==> config.mk <==
export PLATFORM = sky130hd
export DESIGN_NAME = ctrlunit_seq
export DESIGN_NICKNAME = d
export VERILOG_FILES = /design/src/rtl/ctrlunit_seq.sv
export SDC_FILE = /design/constraint.sdc
export NUM_CORES = 1
export LEC_CHECK = 0
export ABC_AREA = 1
export CAP_MARGIN = 10
export CORE_AREA = 10 10 47 49
export DETAILED_ROUTE_END_ITERATION = 12
export DIE_AREA = 0 0 57 59
export PLACE_DENSITY = 0.76
export SYNTH_ARGS = -nofsm -noshare
export SYNTH_HDL_FRONTEND = slang
export SYNTH_SLANG_ARGS = --single-unit
==> constraint.sdc <==
create_clock -name clk_i -period 3.7 [get_ports clk_i]
set_input_delay 1.11 -clock clk_i [delete_from_list [all_inputs] [get_ports clk_i]]
set_output_delay 1.11 -clock clk_i [all_outputs]
set_load 0.02 [all_outputs]
==> src/rtl/ctrlunit_seq.sv <==
// ctrlunit_seq: multi-cycle accumulator CPU control sequencer.
// Drives ALU/memory strobes from state, opcode, flags and mem ack.
//
// Ports:
//   clk_i, rst_i      clock, sync active-high reset
//   op_i [OPW-1:0]    opcode from instruction register
//   flags_i [1:0]     bit0 Z, bit1 C (used in EXEC only)
//   mem_rdy_i         memory acknowledge
//   alux_o aluy_o aluop_o wr_o wm_o jmp_o wf_o ldi_o
//   mem_rd_o ir_ld_o pc_inc_o   datapath strobes
//   state_o [2:0]     FETCH=0 DECODE=1 EXEC=2 HALT=3 ERR=4
//   illegal_o         undefined-opcode pulse
//   buserr_o          sticky memory timeout flag
module ctrlunit_seq #(
  parameter int OPW      = 3,
  parameter int WAIT_MAX = 15
) (
  input  logic           clk_i,
  input  logic           rst_i,
  input  logic [OPW-1:0] op_i,
  input  logic [1:0]     flags_i,
  input  logic           mem_rdy_i,
  output logic           alux_o,
  output logic           aluy_o,
  output logic           aluop_o,
  output logic           wr_o,
  output logic           wm_o,
  output logic           jmp_o,
  output logic           wf_o,
  output logic           ldi_o,
  output logic           mem_rd_o,
  output logic           ir_ld_o,
  output logic           pc_inc_o,
  output logic [2:0]     state_o,
  output logic           illegal_o,
  output logic           buserr_o
);

  localparam int CW = $clog2(WAIT_MAX + 1);
  localparam logic [CW-1:0] CNT_LAST = CW'(WAIT_MAX - 1);

  typedef enum logic [2:0] {
    FETCH  = 3'd0,
    DECODE = 3'd1,
    EXEC   = 3'd2,
    HALT   = 3'd3,
    ERR    = 3'd4
  } state_t;

  state_t        state_q, state_d;
  logic [CW-1:0] cnt_q;
  logic          buserr_q;
  logic          pend;
  logic [3:0]    opx;

  logic alux, aluy, aluop, wr, wm, jmp;
  logic wf, ldi, mem_rd, ir_ld, pc_inc, illegal;

  // Zero-extend so the 3-bit build decodes the same table.
  assign opx = 4'(op_i);

  always_comb begin
    state_d = state_q;
    pend    = 1'b0;
    alux    = 1'b0;
    aluy    = 1'b0;
    aluop   = 1'b0;
    wr      = 1'b0;
    wm      = 1'b0;
    jmp     = 1'b0;
    wf      = 1'b0;
    ldi     = 1'b0;
    mem_rd  = 1'b0;
    ir_ld   = 1'b0;
    pc_inc  = 1'b0;
    illegal = 1'b0;
    case (state_q)
      FETCH: begin
        mem_rd = 1'b1;
        pend   = 1'b1;
        if (mem_rdy_i) begin
          ir_ld   = 1'b1;
          pc_inc  = 1'b1;
          state_d = DECODE;
        end
      end
      DECODE: state_d = EXEC;
      EXEC: begin
        state_d = FETCH;
        case (opx)
          4'd0, 4'd1: begin
            mem_rd = 1'b1;
            aluop  = opx[0];
            pend   = 1'b1;
            wr     = mem_rdy_i;
            wf     = mem_rdy_i;
            if (!mem_rdy_i) state_d = EXEC;
          end
          4'd2: begin
            mem_rd = 1'b1;
            alux   = 1'b1;
            pend   = 1'b1;
            wr     = mem_rdy_i;
            if (!mem_rdy_i) state_d = EXEC;
          end
          4'd3: begin
            aluy = 1'b1;
            wm   = 1'b1;
            pend = 1'b1;
            if (!mem_rdy_i) state_d = EXEC;
          end
          4'd4:  jmp = 1'b1;
          4'd5:  jmp = flags_i[0];
          4'd6:  jmp = flags_i[1];
          4'd7: begin
            alux = 1'b1;
            wr   = 1'b1;
            ldi  = 1'b1;
          end
          4'd8:  jmp = !flags_i[0];
          4'd9:  jmp = !flags_i[1];
          4'd10: ;
          4'd15: state_d = HALT;
          default: illegal = 1'b1;
        endcase
      end
      HALT: state_d = HALT;
      ERR:  state_d = ERR;
      default: state_d = FETCH;
    endcase
    // A late ack on the last allowed cycle still completes.
    if (pend && !mem_rdy_i && cnt_q == CNT_LAST)
      state_d = ERR;
  end

  always_ff @(posedge clk_i) begin
    if (rst_i) begin
      state_q  <= FETCH;
      cnt_q    <= '0;
      buserr_q <= 1'b0;
    end else begin
      state_q <= state_d;
      if (state_d != state_q || mem_rdy_i || !pend)
        cnt_q <= '0;
      else
        cnt_q <= cnt_q + CW'(1);
      if (state_d == ERR && state_q != ERR)
        buserr_q <= 1'b1;
    end
  end

  // Reset cycle silences every output, whatever the state.
  assign alux_o    = alux    & ~rst_i;
  assign aluy_o    = aluy    & ~rst_i;
  assign aluop_o   = aluop   & ~rst_i;
  assign wr_o      = wr      & ~rst_i;
  assign wm_o      = wm      & ~rst_i;
  assign jmp_o     = jmp     & ~rst_i;
  assign wf_o      = wf      & ~rst_i;
  assign ldi_o     = ldi     & ~rst_i;
  assign mem_rd_o  = mem_rd  & ~rst_i;
  assign ir_ld_o   = ir_ld   & ~rst_i;
  assign pc_inc_o  = pc_inc  & ~rst_i;
  assign illegal_o = illegal & ~rst_i;
  assign buserr_o  = buserr_q & ~rst_i;
  assign state_o   = rst_i ? 3'd0 : state_q;

endmodule

Word level (Yosys, flattened, before mapping)
Cells that the tools add are included.
{"block": "totals", "ff_bits": 8, "inputBits": 8, "out_inout_bits": 16}
{"block": "classes", "n_reduce_logical": 15, "muxes": 28, "eq_ne": 15, "n_addsub": 1, "bitwise": 12}
{"op": "$eq 3x3->1 const B", "count": 6}
{"op": "$mux 1", "count": 18}
{"op": "$pmux 3 s5", "count": 1}
{"op": "$eq 3x2->1 const B", "count": 4}
{"op": "$and 1x1->1", "count": 11}
{"op": "$mux 3", "count": 3}
{"op": "$reduce_or 8->1", "count": 1}
{"op": "$eq 3x1->1 const B", "count": 2}
{"op": "$pmux 1 s2", "count": 3}
{"op": "$reduce_or 2->1", "count": 3}
{"op": "$add 4x1->4 const B", "count": 1}
{"op": "$eq 4x4->1 const B", "count": 1}
{"op": "$logic_not 4->1", "count": 1}
{"op": "$mux 2", "count": 2}
{"op": "$reduce_or 4->1", "count": 1}
{"op": "$logic_and 1x1->1", "count": 3}
{"op": "$logic_not 3->1", "count": 1}
{"op": "$ne 3x3->1", "count": 1}
{"op": "$ne 3x3->1 const B", "count": 1}
{"op": "$pmux 1 s3", "count": 1}
{"op": "$reduce_or 3->1", "count": 1}
{"op": "$logic_not 1->1", "count": 2}
{"op": "$logic_or 1x1->1", "count": 2}
{"op": "$not 1->1", "count": 1}

Depth between registers and ports, before layout
Gate-level depths: netlist (run 1).
{"block": "depth", "word_depth": 11, "mapped_depth": 8}

Least setup slack after synthesis (run 1)
No wires, ideal clock.
{"block": "synth_timing", "kind": "input -> output", "startpoint": "input rst_i", "endpoint": "output wm_o", "required_time_ns": 2.590, "n_path_buf": 1, "t_arrival_ns": 2.074, "cell_stages": 4, "slack_ns": 0.516, "path_cell_list": "inv_1 > nand2_2 > nor3_1 > buf_4"}
{"block": "synth_between", "elab_chain_cells": 2}
{"item": "start: declaration", "line_no": "19", "source": "input logic rst_i,"}
{"item": "$not 1->1"}
{"item": "$and 1x1->1"}
{"item": "end: declaration", "line_no": "27", "source": "output logic wm_o,"}
Every way passes these cells.

Final worst setup path (run 1)
{"block": "layout_timing", "startpoint": "input rst_i", "endpoint": "output state_o[2]"}
{"block": "layout_between", "elab_chain_cells": 1}
{"item": "$mux 3", "line_no": "166", "source": "assign state_o = rst_i ? 3'd0 : state_q;"}
{"item": "end: declaration", "line_no": "34", "source": "output logic [2:0] state_o,"}
Every way passes these cells.

==> metrics.md, run 1 <==
| Metric | Value |
|---|---|
| Inserted Clock Buffers | `3` |
| H-tree levels | `1` |
| RSZ-0062 raised after global routing | `false` |
| Internal Power | `0.149 mW` |
| Placer Congestion | `0.861` |
| Hold path start | `cnt_q[0]$_SDFF_PP0_` |
| Via count | `588` |
| Combinational share of power | `24.5%` |
| VDD IR max | `0.161 mV` |
| First-pass GRT wire length | `2.45 mm` |
| Max cap viols | `0` |
| Maximum number of pins on one net before global-route repair | `11` |
| Residual DRC | `0` |
| Post-CTS setup buffer count | `0` |
| Share of the synthesized area in the top cell type | `30.3%` |
| Fin crit share | `95.9%` |
| Crit start category | `input pin` |
| Clk buf depth | `2` |
| Clk Latency, worst-skew pair | `250 ps` |
| Vias in the first global route | `589` |
| Final setup fails | `0` |
| Dpl hpwl | `1.18 mm` |
| Status | `completed` |
| Final ANT Viol Nets | `0` |
| Root buf cell | `clkbuf_4` |
| Unique masters post-synth | `21` |
| CTS tree | `built` |
| Syn Nets | `89` |
| Sw Ratio | `27.3%` |
| FF-to-FF setup slack | `2570 ps` |
| Area leader, netlist | `dfxtp_1` |
| Synth Instances | `79` |
| Final Util | `57.1%` |
| Core Area | `1400 sq um` |
| Warnings from Yosys | `0` |
| Part of the power in registers | `45.1%` |
| Syn-to-layout area delta | `51.4%` |
| Die Width | `57 microns` |
| Total Power | `0.205 mW` |
| Layout cells sized above 1 | `18.1%` |
| Grt ovf | `0` |
| Nets | `117` |
| Top cells by area, synth | `dfxtp_1 30%, nand3_1 8.5%, nor2_1 8.5%` |
| Worst hold path type | `reg2reg` |
| Starting density of the core | `37.7%` |
| RR Endpoint | `cnt_q[3]$_SDFF_PP0_` |
| Fin. Hold Viols | `0` |
| Clk slew on worst S/H paths | `50 ps` |
| Data arrival time of the worst path | `2440 ps` |
| Clock share of power | `30.4%` |
| All-Layer GR Usage | `8.74%` |
| Average cell area after synthesis | `6.68 sq um` |
| Crit end category | `output pin` |
| DRT iter0 DRCs | `7` |
| Wire length per cell | `11.5 microns` |
| Fin crit period | `3550 ps` |
| Worst reg-to-reg path cell count | `8` |
| Hold Path Depth | `1` |
| Antenna violations before repair | `0` |
| Clk sinks | `8` |
| Vias per cell | `4.86` |
| Die height | `59 microns` |
| I/O Buffers | `22` |
| # diodes | `0` |
| Sequential area share after synthesis | `30.3%` |
| Post-Syn Area | `528 sq um` |
| Hold WS | `460 ps` |
| Hold EP | `cnt_q[0]$_SDFF_PP0_` |
| WP data required | `2590 ps` |
| Worst r2r src | `cnt_q[0]$_SDFF_PP0_` |
| Clock skew | `2.12 ps` |
| Ports | `24` |
| Initial DRT Pass Iterations | `4` |
| Area of the die | `3360 sq um` |
| Crit path max fanout | `10` |
| F_max | `282 MHz` |
| Cell row count | `14` |
| Synth Register Bits | `8` |
| Critical path class | `in2out` |
| Pwr Density | `256 nW/um^2` |
| LEAKAGE | `0.420 nW` |
| Final Max Tran Viols | `0` |
| Post-Route WL | `1.39 mm` |
| P_sw | `0.0559 mW` |
[worst max-delay path by stage]
stage / startpoint / end
after floorplan: rst_i / wm_o
after global placement: op_i[1] / wm_o
after detailed placement: op_i[1] / aluy_o
after CTS: op_i[2] / ldi_o
after global routing: op_i[1] / wr_o
final: rst_i / state_o[2]
[synth_stat cells]
cell type / n
a21oi_1: 5
nor3_1: 1
nand3_2: 2
buf_4: 3
xor2_1: 1
clkbuf_1: 1
nand2_1: 9
nand2_2: 4
nor2_1: 12
inv_2: 2
inv_1: 9
o22ai_1: 1
dfxtp_1: 8
ha_1: 2
conb_1: 1
nand3_1: 9
a211oi_1: 1
nor4_1: 2
o21ai_0: 2
xnor2_1: 1
nor2_2: 3
[sequential cells by signal, indices dropped and copies added, names as in the netlist]
| register | flops |
|---|---|
| buserr_q | 1 |
| state_q | 3 |
| cnt_q | 4 |
[power by group through the flow]
stage               clock, mW  combinational, mW  sequential, mW
global route           0.0695             0.0560          0.0925
floorplan                   0             0.0288          0.0935
CTS                    0.0663             0.0513          0.0923
detailed placement          0             0.0521          0.0941
global placement            0             0.0514          0.0940
finish                 0.0623             0.0502          0.0924
[final cells by class]
cell class	count	area [sq um]
Tap cell	16	20.0
Fill cell	150	602
Multi-Input combinational cell	56	300
Sequential cell	8	160
Timing Repair Buffer	27	255
Clock buffer	3	22.5
Inverter	11	41.3
[kinds of logic (layout without fill, tap and decap cells)]
family | Yosys count | count (layout) | share of synthesized area [%]
xor+xnor | 2 | 2 | 3.32
fa+ha+maj | 2 | 2 | 4.74
flops | 8 | 8 | 30.3
compound gates | 9 | 9 | 9.24
simple gates | 42 | 42 | 38.9
buf+inv | 15 | 41 | 12.8
other cells | 1 | 1 | 0.710
[through the flow]
step           setup WS (ps)  std cells  cell area, sq um  setup TNS [ps]
2_1_floorplan            516         79               528               0
3_3_place_gp           -78.3        118               779            -284
3_5_place_dp           -81.9        118               779            -455
4_1_cts                 11.8        121               792               0
5_1_grt                 95.9        121               800               0
6_report                 153        121               800               0
[placed cells by master (no fill, tap or decap), types with 4 or more instances in the layout]
cell type         n
a21oi_1           5
clkdlybuf4s50_1  11
nor2_1           12
nand2_1           9
buf_4             5
inv_1             9
dfxtp_1           8
nand3_1           9
nand2_2           4
dlygate4sd2_1     8
[critical path, stage by stage]
cell	delay, ps
clkdlybuf4s50_1	420
buf_4	180
nor2_1	110
clkdlybuf4s50_1	610
[layer usage]
| layer | track usage [%] | up-vias | share of wire [%] |
|---|---|---|---|
| li1 | - | 303 | - |
| met1 | 10.0 | 259 | 46 |
| met2 | 14.3 | 22 | 44 |
| met3 | 2.36 | 4 | 7.3 |
| met4 | 5.03 | 0 | 1.9 |
| met5 | 0 | - | 0 |
[what timing repair did]
item,4_1_cts,5_1_grt
setup endpoints to repair,8,3
hold buffers,0,0
gates resized for setup,8,3
Power figures use the tool's default switching activity.
==> inputs of run 2 (changes only) <==
Settings changed: REMOVE_ABC_BUFFERS from default to 1.
==> run 2 against run 1 <==
Compared with the run above:
- fmax down 1.4%
- non-clock buffer count is 1 lower
- register-to-register slack about the same
- critical path type unchanged
- setup slack lost 52 ps
- design area decreased by 1.6%
- highest routed layer unchanged
- global-route usage decreased by 0.21 points
==> metrics.md, run 2 (same netlist as run 1, synthesis figures left out) <==
| Metric | Value |
|---|---|
| Status | `completed` |
| Placed Cells | `117` |
| F_max | `278 MHz` |
| Maximum number of pins on one net before global-route repair | `11` |
| Clk slew on worst S/H paths | `50 ps` |
| Crit path buf inv count | `2` |
| CP Depth | `4` |
| LEAKAGE | `0.385 nW` |
| Part of the power in registers | `44.4%` |
| Root buf cell | `clkbuf_4` |
| VDD IR max | `0.215 mV` |
| CP cell instances | `clkdlybuf4s50_1, nand3_1, nor2_1, clkdlybuf4s50_1` |
| Final Non-Filler Cells | `120` |
| Worst reg-to-reg path cell count | `8` |
| DRT iter0 DRCs | `2` |
| Commonest non-fill, non-tap cell in the layout | `clkdlybuf4s50_1` |
| Largest regs | `cnt_q: 4 flops, state_q: 3 flops, buserr_q: 1 flops` |
| Ports | `24` |
| Initial DRT Pass Iterations | `2` |
| Grt ovf | `0` |
| Core Area | `1400 sq um` |
| Fin crit share | `97.3%` |
| CTS tree | `built` |
| Inserted Clock Buffers | `3` |
| Clk sinks | `8` |
| RR Endpoint | `cnt_q[3]$_SDFF_PP0_` |
| Final Util | `56.2%` |
| Placer Congestion | `0.839` |
| Starting density of the core | `37.7%` |
| Most used cell, CP | `clkdlybuf4s50_1` |
| Most flops, register | `cnt_q` |
| P_sw | `0.0588 mW` |
| Crit path max fanout | `3` |
| All-Layer GR Usage | `8.54%` |
| Nets | `116` |
| Data arrival time of the worst path | `2490 ps` |
| Hold Path Depth | `2` |
| Commonest non-fill, non-tap cells in the layout | `13 x clkdlybuf4s50_1, 12 x nor2_1, 9 x inv_1, 9 x nand3_1, 9 x nand2_1` |
| Post-Route WL | `1.38 mm` |
| Vias in the first global route | `560` |
| Crit start category | `input pin` |
| Die height | `59 microns` |
| Final ANT Viol Nets | `0` |
| # diodes | `0` |
| H-tree levels | `1` |
| Residual DRC | `0` |
| Area of the die | `3360 sq um` |
| Pwr Density | `263 nW/um^2` |
| Critical path class | `in2out` |
| Final Max Tran Viols | `0` |
| Wire length per cell | `11.5 microns` |
| WP data required | `2590 ps` |
| Cell row count | `14` |
| Antenna violations before repair | `0` |
| Internal Power | `0.149 mW` |
| Hold path start | `buserr_q$_SDFFE_PP0P_` |
| Syn-to-layout area delta | `49.1%` |
| RSZ-0062 raised after global routing | `false` |
| Die Width | `57 microns` |
| Max cap viols | `0` |
| I/O Buffers | `22` |
| Clock skew | `1.13 ps` |
| Worst r2r src | `cnt_q[0]$_SDFF_PP0_` |
| Fin. Hold Viols | `0` |
| Clk buf depth | `2` |
| Slowest cell on the critical path | `clkdlybuf4s50_1` |
| FF-to-FF setup slack | `2560 ps` |
| Worst hold path type | `reg2reg` |
| Crit end category | `output pin` |
| Combinational share of power | `24.0%` |
| Clock share of power | `31.5%` |
| Sw Ratio | `28.3%` |
| Largest register FFs | `4` |
| First-pass GRT wire length | `2.39 mm` |
| Via count | `558` |
| Layout cells sized above 1 | `17.3%` |
| Hold EP | `buserr_q$_SDFFE_PP0P_` |
| Clk Latency, worst-skew pair | `250 ps` |
| Vias per cell | `4.65` |
| Final setup fails | `0` |
| Critical path's top delay family | `buffers and inverters` |
| Dpl hpwl | `1.17 mm` |
| Fin crit period | `3600 ps` |
| Largest stage delay, worst path | `620 ps` |
| Setup TNS | `0 ps` |
## run 2: cell count changes in the layout (fill, tap and decap cells not counted)
| cell | delta |
|---|---|
| buf_4 | -1 |
| clkdlybuf4s50_1 | +2 |
| dlymetal6s2s_1 | -2 |
## run 2: worst max path at each step
stage / start / end / slack, ps
after global placement: op_i[2] / wr_o / -60
final: mem_rdy_i / pc_inc_o / 100
after global routing: mem_rdy_i / ir_ld_o / 30
after CTS: op_i[2] / ldi_o / 3
after detailed placement: op_i[2] / mem_rd_o / -70
after floorplan: rst_i / aluy_o / 430
## run 2: routing by layer
metal | wire length [microns] | part of all wire (%) | track usage [%]
met2 | 571 | 41 | 12.9
met1 | 711 | 52 | 10.9
met5 | 0 | 0 | 0
met3 | 79 | 5.7 | 2.36
met4 | 15 | 1.1 | 4.03
## run 2: what timing repair did
item / in CTS / in global routing
buffers inserted: 0 / 0
gates resized for setup: 8 / 1
hold buffers: 0 / 0
setup endpoints to repair: 8 / 1
## run 2: stage by stage
stage,cell area (sq um),power (mW),hold slack [ps],worst slack [ps]
after detailed placement,772,0.145,452,-72.0
after global placement,772,0.145,447,-63.3
after floorplan,502,0.119,430,431
after CTS,785,0.211,461,3.49
final,787,0.207,457,101
after global routing,787,0.220,481,25.9
## run 2: tightest hold or removal path, stage by stage (launching register included)
cell,delay (ps)
dfxtp_1,290
inv_1,60
a21oi_1,60
## run 2: layout make-up
type,count,area [sq um]
inverters,11,41.3
well taps,16,20.0
flip-flops and latches,8,160
fillers,146,614
multi-input cells,56,300
clock buffers,3,22.5
repair buffers,26,243
## run 2: power groups by stage
stage / clock [mW] / combinational (mW) / sequential [mW]
after floorplan: 0 / 0.0257 / 0.0935
after global placement: 0 / 0.0506 / 0.0939
after detailed placement: 0 / 0.0514 / 0.0939
after CTS: 0.0690 / 0.0503 / 0.0921
after global routing: 0.0720 / 0.0555 / 0.0923
final: 0.0654 / 0.0498 / 0.0921
